$ cat config.mk
export PLATFORM = sky130hd
export DESIGN_NAME = isp_uart_host
export DESIGN_NICKNAME = d
export VERILOG_FILES = /design/src/rtl/isp_uart_host_pkg.sv /design/src/rtl/isp_host_byte_tx.sv /design/src/rtl/isp_uart_host.sv
export SDC_FILE = /design/constraint.sdc
export NUM_CORES = 1
export LEC_CHECK = 0
export BUFFER_PORTS_ARGS = -buffer_cell sky130_fd_sc_hd__buf_2
export CORE_UTILIZATION = 50
export DETAILED_ROUTE_END_ITERATION = 7
export PLACE_DENSITY = 0.71
export RECOVER_POWER = 50
export SLEW_MARGIN = 10
export SYNTH_ARGS = -nofsm -noshare
export SYNTH_HDL_FRONTEND = slang
export SYNTH_HIERARCHICAL = 1
export SYNTH_SLANG_ARGS = --single-unit
$ cat constraint.sdc
create_clock -name clk -period 7 [get_ports clk]
set_input_delay 1.4 -clock clk [delete_from_list [all_inputs] [get_ports clk]]
set_output_delay 1.4 -clock clk [all_outputs]
set_load 0.01 [all_outputs]
$ cat src/rtl/isp_uart_host_pkg.sv
// Shared types, protocol strings and ASCII helpers for the ISP UART host.
// Multi-byte strings are packed with the first byte on the wire in the MSBs.
package isp_uart_host_pkg;

    typedef enum logic [1:0] {
        OP_READ  = 2'd0,
        OP_WRITE = 2'd1,
        OP_RESET = 2'd2,
        OP_OPEN  = 2'd3
    } op_e;

    typedef enum logic [1:0] {
        ST_OK      = 2'd0,
        ST_INVALID = 2'd1,
        ST_TIMEOUT = 2'd2
    } status_e;

    typedef enum logic [2:0] {
        S_IDLE    = 3'd0,
        S_SYNC_TX = 3'd1,
        S_SYNC_RX = 3'd2,
        S_CMD_TX  = 3'd3,
        S_RSP_RX  = 3'd4,
        S_DONE    = 3'd5
    } state_e;

    localparam logic [7:0]  CH_LF        = 8'h0a;
    localparam logic [7:0]  CH_SP        = 8'h20;
    localparam logic [7:0]  CH_R         = 8'h72;
    localparam logic [7:0]  CH_O         = 8'h6f;
    localparam logic [63:0] STR_DEBUG    = 64'h0d0a_6465_6275_6720;
    localparam logic [63:0] STR_WR_DONE  = 64'h7772_2064_6f6e_6520;
    localparam logic [63:0] STR_RST_DONE = 64'h7273_7420_646f_6e65;
    localparam logic [63:0] STR_USER     = 64'h7573_6572_2020_2020;

    function automatic logic [7:0] hex_char(input logic [3:0] n);
        return (n < 4'd10) ? (8'h30 + {4'h0, n}) : (8'h57 + {4'h0, n});
    endfunction

    function automatic logic is_hex(input logic [7:0] c);
        return ((c >= 8'h30) && (c <= 8'h39)) || ((c >= 8'h61) && (c <= 8'h66));
    endfunction

    function automatic logic [3:0] hex_val(input logic [7:0] c);
        return (c <= 8'h39) ? c[3:0] : (c[3:0] + 4'd9);
    endfunction

    // k selects the nibble counting from the most significant one
    function automatic logic [3:0] nib(input logic [31:0] v, input logic [4:0] k);
        logic [31:0] s;
        s = v >> (5'd28 - {k[2:0], 2'b00});
        return s[3:0];
    endfunction

    function automatic logic [4:0] cmd_len(input op_e op);
        case (op)
            OP_READ:  return 5'd9;
            OP_WRITE: return 5'd18;
            OP_RESET: return 5'd10;
            OP_OPEN:  return 5'd2;
            default:  return 5'd2;
        endcase
    endfunction

    function automatic logic [7:0] cmd_byte(input op_e op, input logic [31:0] addr,
                                            input logic [31:0] data, input logic [4:0] idx);
        case (op)
            OP_READ:  return (idx < 5'd8) ? hex_char(nib(addr, idx)) : CH_LF;
            OP_WRITE: begin
                if (idx < 5'd8)       return hex_char(nib(addr, idx));
                else if (idx == 5'd8) return CH_SP;
                else if (idx < 5'd17) return hex_char(nib(data, idx - 5'd9));
                else                  return CH_LF;
            end
            OP_RESET: begin
                if (idx == 5'd0)      return CH_R;
                else if (idx < 5'd9)  return hex_char(nib(data, idx - 5'd1));
                else                  return CH_LF;
            end
            OP_OPEN:  return (idx == 5'd0) ? CH_O : CH_LF;
            default:  return CH_LF;
        endcase
    endfunction

endpackage

$ cat src/rtl/isp_host_byte_tx.sv
// 8N1 serializer: start, 8 data bits LSB first, stop; each bit CLK_DIV cycles.
module isp_host_byte_tx #(
    parameter int CLK_DIV = 434
) (
    input  logic       clk,
    input  logic       rst,
    input  logic       start,
    input  logic [7:0] data,
    output logic       busy,
    output logic       done,
    output logic       tx
);

    logic [8:0]  shift_r;
    logic [3:0]  bit_r;
    logic [31:0] div_r;
    logic        busy_r;
    logic        done_r;
    logic        tx_r;

    // bit timing, shifting and the one-cycle done pulse after the stop bit
    always_ff @(posedge clk or posedge rst) begin
        if (rst) begin
            shift_r <= 9'h1ff;
            bit_r   <= 4'd0;
            div_r   <= 32'd0;
            busy_r  <= 1'b0;
            done_r  <= 1'b0;
            tx_r    <= 1'b1;
        end else begin
            done_r <= 1'b0;
            if (!busy_r) begin
                if (start) begin
                    shift_r <= {1'b1, data};
                    bit_r   <= 4'd0;
                    div_r   <= 32'd0;
                    busy_r  <= 1'b1;
                    tx_r    <= 1'b0;
                end
            end else if (div_r == 32'(CLK_DIV - 1)) begin
                div_r <= 32'd0;
                if (bit_r == 4'd9) begin
                    busy_r <= 1'b0;
                    done_r <= 1'b1;
                    tx_r   <= 1'b1;
                end else begin
                    tx_r    <= shift_r[0];
                    shift_r <= {1'b1, shift_r[8:1]};
                    bit_r   <= bit_r + 4'd1;
                end
            end else begin
                div_r <= div_r + 32'd1;
            end
        end
    end

    assign busy = busy_r;
    assign done = done_r;
    assign tx   = tx_r;

endmodule

$ cat src/rtl/isp_uart_host.sv
// ISP host: optionally syncs the target into debug mode, sends an ASCII
// command over UART and collects the fixed 8-byte reply into a response pulse.
module isp_uart_host
    import isp_uart_host_pkg::*;
#(
    parameter int UART_TX_CLK_DIV = 434,
    parameter int RSP_TIMEOUT     = 5000000
) (
    input  logic        clk,
    input  logic        rst,
    input  logic        i_cmd_valid,
    output logic        o_cmd_ready,
    input  logic [1:0]  i_cmd_op,
    input  logic [31:0] i_cmd_addr,
    input  logic [31:0] i_cmd_data,
    output logic        o_rsp_valid,
    output logic [31:0] o_rsp_data,
    output logic [1:0]  o_rsp_status,
    output logic        o_uart_tx,
    input  logic        i_rx_valid,
    input  logic [7:0]  i_rx_data
);

    state_e      state_r, state_s;
    op_e         op_r;
    logic [31:0] addr_r, data_r;
    logic        dbg_r, dbg_s;
    logic [4:0]  idx_r, idx_s;
    logic [63:0] rx_buf_r, rx_buf_s, rx_full_s;
    logic [3:0]  rx_cnt_r, rx_cnt_s;
    logic [31:0] wait_r, wait_s;
    logic        rsp_valid_r, rsp_valid_s;
    logic [31:0] rsp_data_r, rsp_data_s, read_val_s;
    status_e     rsp_status_r, rsp_status_s;
    logic        read_ok_s;
    logic        tx_start_s, tx_busy_s, tx_done_s;
    logic [7:0]  tx_byte_s;

    isp_host_byte_tx #(.CLK_DIV(UART_TX_CLK_DIV)) u_byte_tx (
        .clk   (clk),
        .rst   (rst),
        .start (tx_start_s),
        .data  (tx_byte_s),
        .busy  (tx_busy_s),
        .done  (tx_done_s),
        .tx    (o_uart_tx)
    );

    // next-state, byte sequencing, reply decoding and response formation
    always_comb begin
        state_s      = state_r;
        dbg_s        = dbg_r;
        idx_s        = idx_r;
        rx_buf_s     = rx_buf_r;
        rx_cnt_s     = rx_cnt_r;
        wait_s       = wait_r;
        rsp_valid_s  = 1'b0;
        rsp_data_s   = rsp_data_r;
        rsp_status_s = rsp_status_r;
        tx_start_s   = 1'b0;
        tx_byte_s    = (state_r == S_SYNC_TX) ? CH_LF : cmd_byte(op_r, addr_r, data_r, idx_r);
        rx_full_s    = {rx_buf_r[55:0], i_rx_data};
        read_ok_s    = 1'b1;
        read_val_s   = 32'h0;
        for (int k = 0; k < 8; k++) begin
            read_ok_s  = read_ok_s & is_hex(rx_full_s[63-8*k -: 8]);
            read_val_s = {read_val_s[27:0], hex_val(rx_full_s[63-8*k -: 8])};
        end

        case (state_r)
            S_IDLE: begin
                if (i_cmd_valid) begin
                    state_s = dbg_r ? S_CMD_TX : S_SYNC_TX;
                    idx_s   = 5'd0;
                end else begin
                    state_s = S_IDLE;
                end
            end
            S_SYNC_TX, S_CMD_TX: begin
                if (!tx_done_s) begin
                    tx_start_s = !tx_busy_s;
                end else if (state_r == S_SYNC_TX) begin
                    state_s  = S_SYNC_RX;
                    rx_cnt_s = 4'd0;
                    wait_s   = 32'd0;
                end else if (idx_r == cmd_len(op_r) - 5'd1) begin
                    state_s  = S_RSP_RX;
                    rx_cnt_s = 4'd0;
                    wait_s   = 32'd0;
                end else begin
                    idx_s = idx_r + 5'd1;
                end
            end
            S_SYNC_RX, S_RSP_RX: begin
                // a byte landing on the timeout cycle wins and restarts the wait
                if (i_rx_valid) begin
                    rx_buf_s = rx_full_s;
                    rx_cnt_s = rx_cnt_r + 4'd1;
                    wait_s   = 32'd0;
                    if (rx_cnt_r != 4'd7) begin
                        state_s = state_r;
                    end else if (state_r == S_SYNC_RX && rx_full_s == STR_DEBUG) begin
                        dbg_s   = 1'b1;
                        state_s = S_CMD_TX;
                        idx_s   = 5'd0;
                    end else begin
                        state_s      = S_DONE;
                        rsp_valid_s  = 1'b1;
                        rsp_data_s   = 32'h0;
                        rsp_status_s = ST_INVALID;
                        if (state_r == S_RSP_RX) begin
                            case (op_r)
                                OP_READ: begin
                                    if (read_ok_s) begin
                                        rsp_data_s   = read_val_s;
                                        rsp_status_s = ST_OK;
                                    end else begin
                                        rsp_status_s = ST_INVALID;
                                    end
                                end
                                OP_WRITE: rsp_status_s = (rx_full_s == STR_WR_DONE) ? ST_OK : ST_INVALID;
                                OP_RESET: begin
                                    if (rx_full_s == STR_RST_DONE) begin
                                        rsp_status_s = ST_OK;
                                        dbg_s        = 1'b0;
                                    end else begin
                                        rsp_status_s = ST_INVALID;
                                    end
                                end
                                OP_OPEN: begin
                                    if (rx_full_s == STR_USER) begin
                                        rsp_status_s = ST_OK;
                                        dbg_s        = 1'b0;
                                    end else begin
                                        rsp_status_s = ST_INVALID;
                                    end
                                end
                                default: rsp_status_s = ST_INVALID;
                            endcase
                        end else begin
                            rsp_status_s = ST_INVALID;
                        end
                    end
                end else if (wait_r == 32'(RSP_TIMEOUT - 1)) begin
                    state_s      = S_DONE;
                    rsp_valid_s  = 1'b1;
                    rsp_data_s   = 32'h0;
                    rsp_status_s = ST_TIMEOUT;
                    dbg_s        = 1'b0;
                end else begin
                    wait_s = wait_r + 32'd1;
                end
            end
            S_DONE:  state_s = S_IDLE;
            default: state_s = S_IDLE;
        endcase
    end

    // state, command latch and registered response outputs
    always_ff @(posedge clk or posedge rst) begin
        if (rst) begin
            state_r      <= S_IDLE;
            op_r         <= OP_READ;
            addr_r       <= 32'h0;
            data_r       <= 32'h0;
            dbg_r        <= 1'b0;
            idx_r        <= 5'd0;
            rx_buf_r     <= 64'h0;
            rx_cnt_r     <= 4'd0;
            wait_r       <= 32'd0;
            rsp_valid_r  <= 1'b0;
            rsp_data_r   <= 32'h0;
            rsp_status_r <= ST_OK;
        end else begin
            state_r      <= state_s;
            dbg_r        <= dbg_s;
            idx_r        <= idx_s;
            rx_buf_r     <= rx_buf_s;
            rx_cnt_r     <= rx_cnt_s;
            wait_r       <= wait_s;
            rsp_valid_r  <= rsp_valid_s;
            rsp_data_r   <= rsp_data_s;
            rsp_status_r <= rsp_status_s;
            if (state_r == S_IDLE && i_cmd_valid) begin
                op_r   <= op_e'(i_cmd_op);
                addr_r <= i_cmd_addr;
                data_r <= i_cmd_data;
            end
        end
    end

    assign o_cmd_ready  = (state_r == S_IDLE) && !rst;
    assign o_rsp_valid  = rsp_valid_r;
    assign o_rsp_data   = rsp_data_r;
    assign o_rsp_status = rsp_status_r;

endmodule

[Yosys cells after proc, flatten, opt, wreduce, memory -nomap -nowiden]
Cells that the tools add are included.
Cells by class
  shifts and indexed selects: 3
  add/sub/neg operators: 25
  bitwise operators: 7
  eq/ne operators: 36
  order comparisons: 38
  multiplexer cells: 107
  reductions and logical operators: 47
Operators with widths (count)
  2-to-1 mux 32 bit: 15
  == test 64 x 63 -> 1 bit, second input constant: 3
  right shift 32 x 5 -> 4 bit: 3
  2-to-1 mux 8 bit: 10
  adder 32 x 1 -> 32 bit, second input constant: 2
  == test 64 x 60 -> 1 bit, second input constant: 1
  >= comparator 8 x 6 -> 1 bit, second input constant: 8
  >= comparator 8 x 7 -> 1 bit, second input constant: 8
  less-or-equal comparator 8 x 6 -> 1 bit, second input constant: 8
  less-or-equal comparator 8 x 7 -> 1 bit, second input constant: 8
  2-to-1 mux 4 bit: 16
  case mux 32 bit (2 select lines): 1
  2-to-1 mux 5 bit: 10
  2-to-1 mux 9 bit: 4
  adder 4 bit, second input constant: 8
  == test 32 x 23 -> 1 bit, second input constant: 1
  == test 32 x 9 -> 1 bit, second input constant: 1
  case mux 8 bit (4 select lines): 1
  2-to-1 mux 1 bit: 29
  adder 7 x 4 -> 8 bit, first input constant: 3
  adder 6 x 4 -> 7 bit, first input constant: 3
  2-to-1 mux 3 bit: 7
  inequality test 2 bit, second input constant: 10
  case mux 5 bit (4 select lines): 1
  other kinds (44): 102
Storage, ports and cells
  flip-flop bits (word level): 250
  input bits: 78

[Logic depth before layout (Yosys ltp)]
  depth after elaboration: 16
  mapped depth: 17
  depth with buffers taken out: 13

[Hierarchy]
The synthesis kept the hierarchy.
Modules (own cells, without submodules)
  isp_uart_host: sequential area each 5054.8 um2, area an instance 11617.4 um2, cells each 1125, instances 1
  isp_host_byte_tx: sequential area each 1187.4 um2, area an instance 2656.3 um2, cells each 286, instances 1

[Worst setup path before layout]
Ideal clock, no wire load.
  kind: reg2reg
  start: register idx_r[0]
  end: register u_byte_tx.shift_r[2]
  path buffers: 4
  cell stages (with the launch flop): 17
  required time: 6.940 ns
  arrival time: 4.155 ns
  setup slack: 2.785 ns
  library setup time: 0.060 ns
  path through: dfrtp_1 -> buf_2 -> buf_1 -> clkinv_1 -> ha_1 -> clkbuf_1 -> clkbuf_1 -> mux4_2 -> mux2i_1 -> ha_1 -> inv_1 -> or4b_2 -> o21ai_0 -> a32oi_1 -> o21ai_0 -> o22a_1 -> o21a_1
On the way
  longest elaborated chain between the ends: 12
  elaborated cells on any way between the ends: 36
  those cells by class: add/sub: 11; order compare: 6; eq/ne: 1; shift: 3; mux: 14; reduce/logical: 1
Ends and longest elaborated chain
  start, declared: RTL line isp_uart_host.sv:28  | logic [4:0] idx_r, idx_s;
  start signal, assigned: RTL line isp_uart_host.sv:177  | idx_r <= idx_s;
  subtractor 3 x 1 -> 3 bit: RTL line isp_uart_host_pkg.sv:72, isp_uart_host_pkg.sv:77
  subtractor 5 bit: RTL line isp_uart_host_pkg.sv:51  | s = v >> (5'd28 - {k[2:0], 2'b00});
  right shift 32 x 5 -> 4 bit: RTL line isp_uart_host_pkg.sv:51
  adder 7 x 4 -> 8 bit (tied with other cells): RTL line isp_uart_host_pkg.sv:37  | return (n < 4'd10) ? (8'h30 + {4'h0, n}) : (8'h57 + {4'h0, n});
  2-to-1 mux 8 bit: RTL line isp_uart_host_pkg.sv:37
  2-to-1 mux 8 bit: RTL line isp_uart_host_pkg.sv:72  | else if (idx < 5'd17) return hex_char(nib(data, idx - 5'd9));
  2-to-1 mux 8 bit: RTL line isp_uart_host_pkg.sv:71  | else if (idx == 5'd8) return CH_SP;
  2-to-1 mux 8 bit: RTL line isp_uart_host_pkg.sv:70  | if (idx < 5'd8) return hex_char(nib(addr, idx));
  case mux 8 bit (4 select lines) (*): RTL line isp_uart_host_pkg.sv:67  | case (op)
  2-to-1 mux 8 bit (*): RTL line isp_uart_host.sv:61  | tx_byte_s = (state_r == S_SYNC_TX) ? CH_LF : cmd_byte(op_r, addr_r, data_r, idx_r);
  net tx_byte_s[2]: RTL line isp_uart_host.sv:37  | logic [7:0] tx_byte_s;
  2-to-1 mux 9 bit (*): RTL line isp_host_byte_tx.sv:33  | if (start) begin
  2-to-1 mux 9 bit (*): RTL line isp_host_byte_tx.sv:32  | if (!busy_r) begin
  end signal, assigned: RTL line isp_host_byte_tx.sv:34  | shift_r <= {1'b1, data};
  end signal, assigned: RTL line isp_host_byte_tx.sv:48  | shift_r <= {1'b1, shift_r[8:1]};
  end, declared: RTL line isp_host_byte_tx.sv:14  | logic [8:0] shift_r;
The timed path passes the listed nets; every way through them passes the cells marked *. The select of a mux whose other input is x is not followed.
A chain may end at the register's enable or synchronous reset.

[Worst setup path after layout]
Ends and elaborated chain as after synthesis.

==> metrics <==
status finished with violations; failing checks capacitance limit, slew limit; Final min period 4420 ps; Clock Sinks 249; setup bufs post-CTS 0; Syn Inst Count 1411; total power 2910 µW; synthesized area 14300 µm²; Max Cap Viol 5; Reg power frac 49.6%; layout cells sized above 1 21.2%; distinct cell type count after synthesis 87; Reg clk slew, reported paths 60 ps; Slew Limit Fails 273; final hold slack 472 ps; RSZ-0062 raised after global routing no; Post-Layout Cell Count 1876; initial DRC count 830; initial antenna violation count 1; Switching Power 623 µW; fin crit share 63.1%; power per cell area 184 nW/µm²; Peak VDD IR 0.171 mV; share of flip-flops with an asynchronous set or reset 100%; type of origin of the critical path flop; relative slew slack -104%; IO Count 115; Worst-Skew Late Latency 530 ps; CP Class reg -> reg; Remaining Overflow, GRT 0; Syn-to-layout area delta 10.7%; Post-DP HPWL 22500 µm; port bufs 114; DRT Wirelength 32600 µm; Die Wd 171 µm; Cell Int Power 2280 µW; Setup Viol. Count Final 0; largest net degree at the start of global routing 143; Req. time, crit path 7470 ps; Synth Warn # 6; syn_nets 1536; Slew @ Worst Pin 3070 ps; Initial Util 51.1%; Root Driver clkbuf_16; die area 29200 µm²; GPL Wtd Cong 0.919; DR pass1 iterations 5; Fin. Hold Viols 0; dpl cells 1826; GR Util All Layers 23.1%; Routed WL per cell 17.4 µm; sequential share of the synthesized area 43.7%; Net Sw Frac 21.4%; arrival time worst endpoint 4890 ps; total core area 27900 µm²; Logic pwr share 2.3%; setup TNS 0 ps; syn avg cell area 10.1 µm²; global-route wire length before repair 55300 µm; Final Util 56.6%; Avg Vias per Cell 5.90; post-route ant nets 0; Yosys reg bits 249; CTS Buf Count 27; # DRC 0; TritonCTS clock tree done; clk buf depth 3; leakage power 0.00693 µW; Die Span Y 171 µm; CP Capture Type flop; vias in the first global route 10800; H-tree depth 1; FMAX 226 MHz; post-cts resize count 0; Row Count 61; Clk pwr share 48.1%; Primary FF master, synth dfrtp_1; routed vias 11100; Post-synth EDFFs 0; worst hold path type reg -> reg; CTS Hold Bufs 0; Worst Skew 14.1 ps; Layout Nets 1602; Crit Path Max Fanout 37
-- routing by layer --
| metal | vias up | track usage, % | share of wire (%) |
|---|---|---|---|
| met1 | 5438 | 31.7 | 46 |
| met4 | 0 | 6.48 | 2.6 |
| met2 | 272 | 38.1 | 47 |
| met3 | 53 | 2.94 | 4.6 |
| li1 | 5297 | - | - |
| met5 | - | 0 | 0 |
-- placed cells by master (no fill, tap or decap), types with 38 or more instances in the layout --
master / netlist / layout
o21ai_0: 65 / 66
mux2_2: 113 / 113
inv_1: 41 / 39
nand2_1: 130 / 130
nand3_1: 57 / 57
nor2_1: 68 / 68
buf_2: 15 / 81
dfrtp_1: 240 / 240
a21oi_1: 61 / 62
ha_1: 47 / 47
clkbuf_1: 53 / 38
-- final timing paths --
path                                start                    to  slack (ps)  cells past startpoint
min in group asynchronous             rst        u_byte_tx/done         900                      2
hold reg to reg            o_rsp_data[13]        o_rsp_data[13]         470                      2
hold / removal             o_rsp_data[13]        o_rsp_data[13]         470                      2
setup / recovery                 idx_r[0]  u_byte_tx/shift_r[2]        2580                     13
setup reg to reg                 idx_r[0]  u_byte_tx/shift_r[2]        2580                     13
max in group asynchronous             rst         o_rsp_data[6]        3190                      3
-- cell type report --
class / count / area (µm²)
multi-input cells: 1033 / 7460
clock buffers: 34 / 742
fillers: 2521 / 12100
diodes: 1 / 2.50
clock inverters: 15 / 131
flip-flops and latches: 249 / 6240
repair buffers: 123 / 589
well taps: 378 / 473
inverters: 43 / 165
-- synthesized netlist by cell type, types with 11 or more instances --
| cell | number | area share, % |
|---|---|---|
| a21oi_1 | 61 | 2.1 |
| a31oi_1 | 22 | 0.96 |
| and2_1 | 11 | 0.48 |
| and3_1 | 20 | 0.88 |
| and4_1 | 12 | 0.74 |
| buf_2 | 15 | 0.53 |
| clkbuf_1 | 53 | 1.4 |
| dfrtp_1 | 240 | 42 |
| ha_1 | 47 | 4.1 |
| inv_1 | 41 | 1.1 |
| mux2_2 | 113 | 8.9 |
| mux2i_1 | 22 | 1.5 |
| nand2_1 | 130 | 3.4 |
| nand3_1 | 57 | 2.0 |
| nand3b_1 | 12 | 0.63 |
| nand4_1 | 31 | 1.4 |
| nor2_1 | 68 | 1.8 |
| nor2b_1 | 18 | 0.79 |
| nor3_1 | 25 | 0.88 |
| nor3b_1 | 19 | 1.0 |
| nor4_1 | 21 | 0.92 |
| nor4b_1 | 11 | 0.67 |
| o21ai_0 | 65 | 2.3 |
| o21ai_2 | 31 | 1.9 |
| or3_1 | 23 | 1.0 |
| xnor2_1 | 31 | 1.9 |
| xor2_1 | 15 | 0.92 |
-- critical path, stage by stage (launching register included) --
cell and delay [ps]:
dfrtp_1 320, buf_4 330, clkinv_1 350, ha_1 910, mux4_2 590, mux2i_1 220, ha_1 210, inv_1 60
or4b_2 650, o21ai_0 130, a32oi_1 80, o21ai_0 210, o22a_1 160, o21a_1 110
-- logic make-up (layout without fill, tap and decap cells) --
family / Yosys count / count (layout) / share of synthesized area (%)
compound gates: 279 / 279 / 13.2
xor+xnor: 46 / 46 / 2.82
fa+ha+maj: 47 / 47 / 4.12
buf+inv: 129 / 215 / 3.89
flops: 249 / 249 / 43.7
mux: 145 / 145 / 12.0
other cells: 1 / 2 / 0.0263
simple gates: 515 / 515 / 20.2
-- sequential cells by signal, summed over array words and instances, names as in the netlist, 3 cells and up --
signal             cells
rx_buf_r              56
addr_r                32
data_r                32
o_rsp_data            32
u_byte_tx/div_r       32
wait_r                32
u_byte_tx/shift_r      8
idx_r                  5
rx_cnt_r               4
u_byte_tx/bit_r        4
state_r                3
-- metrics by stage --
| stage | setup slack (ps) | cell area (µm²) |
|---|---|---|
| global route | 2230 | 15800 |
| global placement | 2360 | 15000 |
| detailed placement | 2200 | 15000 |
| finish | 2580 | 15800 |
| CTS | 2550 | 15900 |
| floorplan | 89.3 | 14300 |
-- power by group through the flow --
stage / registers, µW / logic [µW] / clock network, µW
after floorplan: 1470 / 31.8 / 0
after global placement: 1470 / 67.6 / 0
after detailed placement: 1470 / 68.7 / 0
after CTS: 1440 / 68.9 / 1430
after global routing: 1440 / 75.9 / 1490
final: 1440 / 65.8 / 1400
Power figures use the tool's default switching activity.
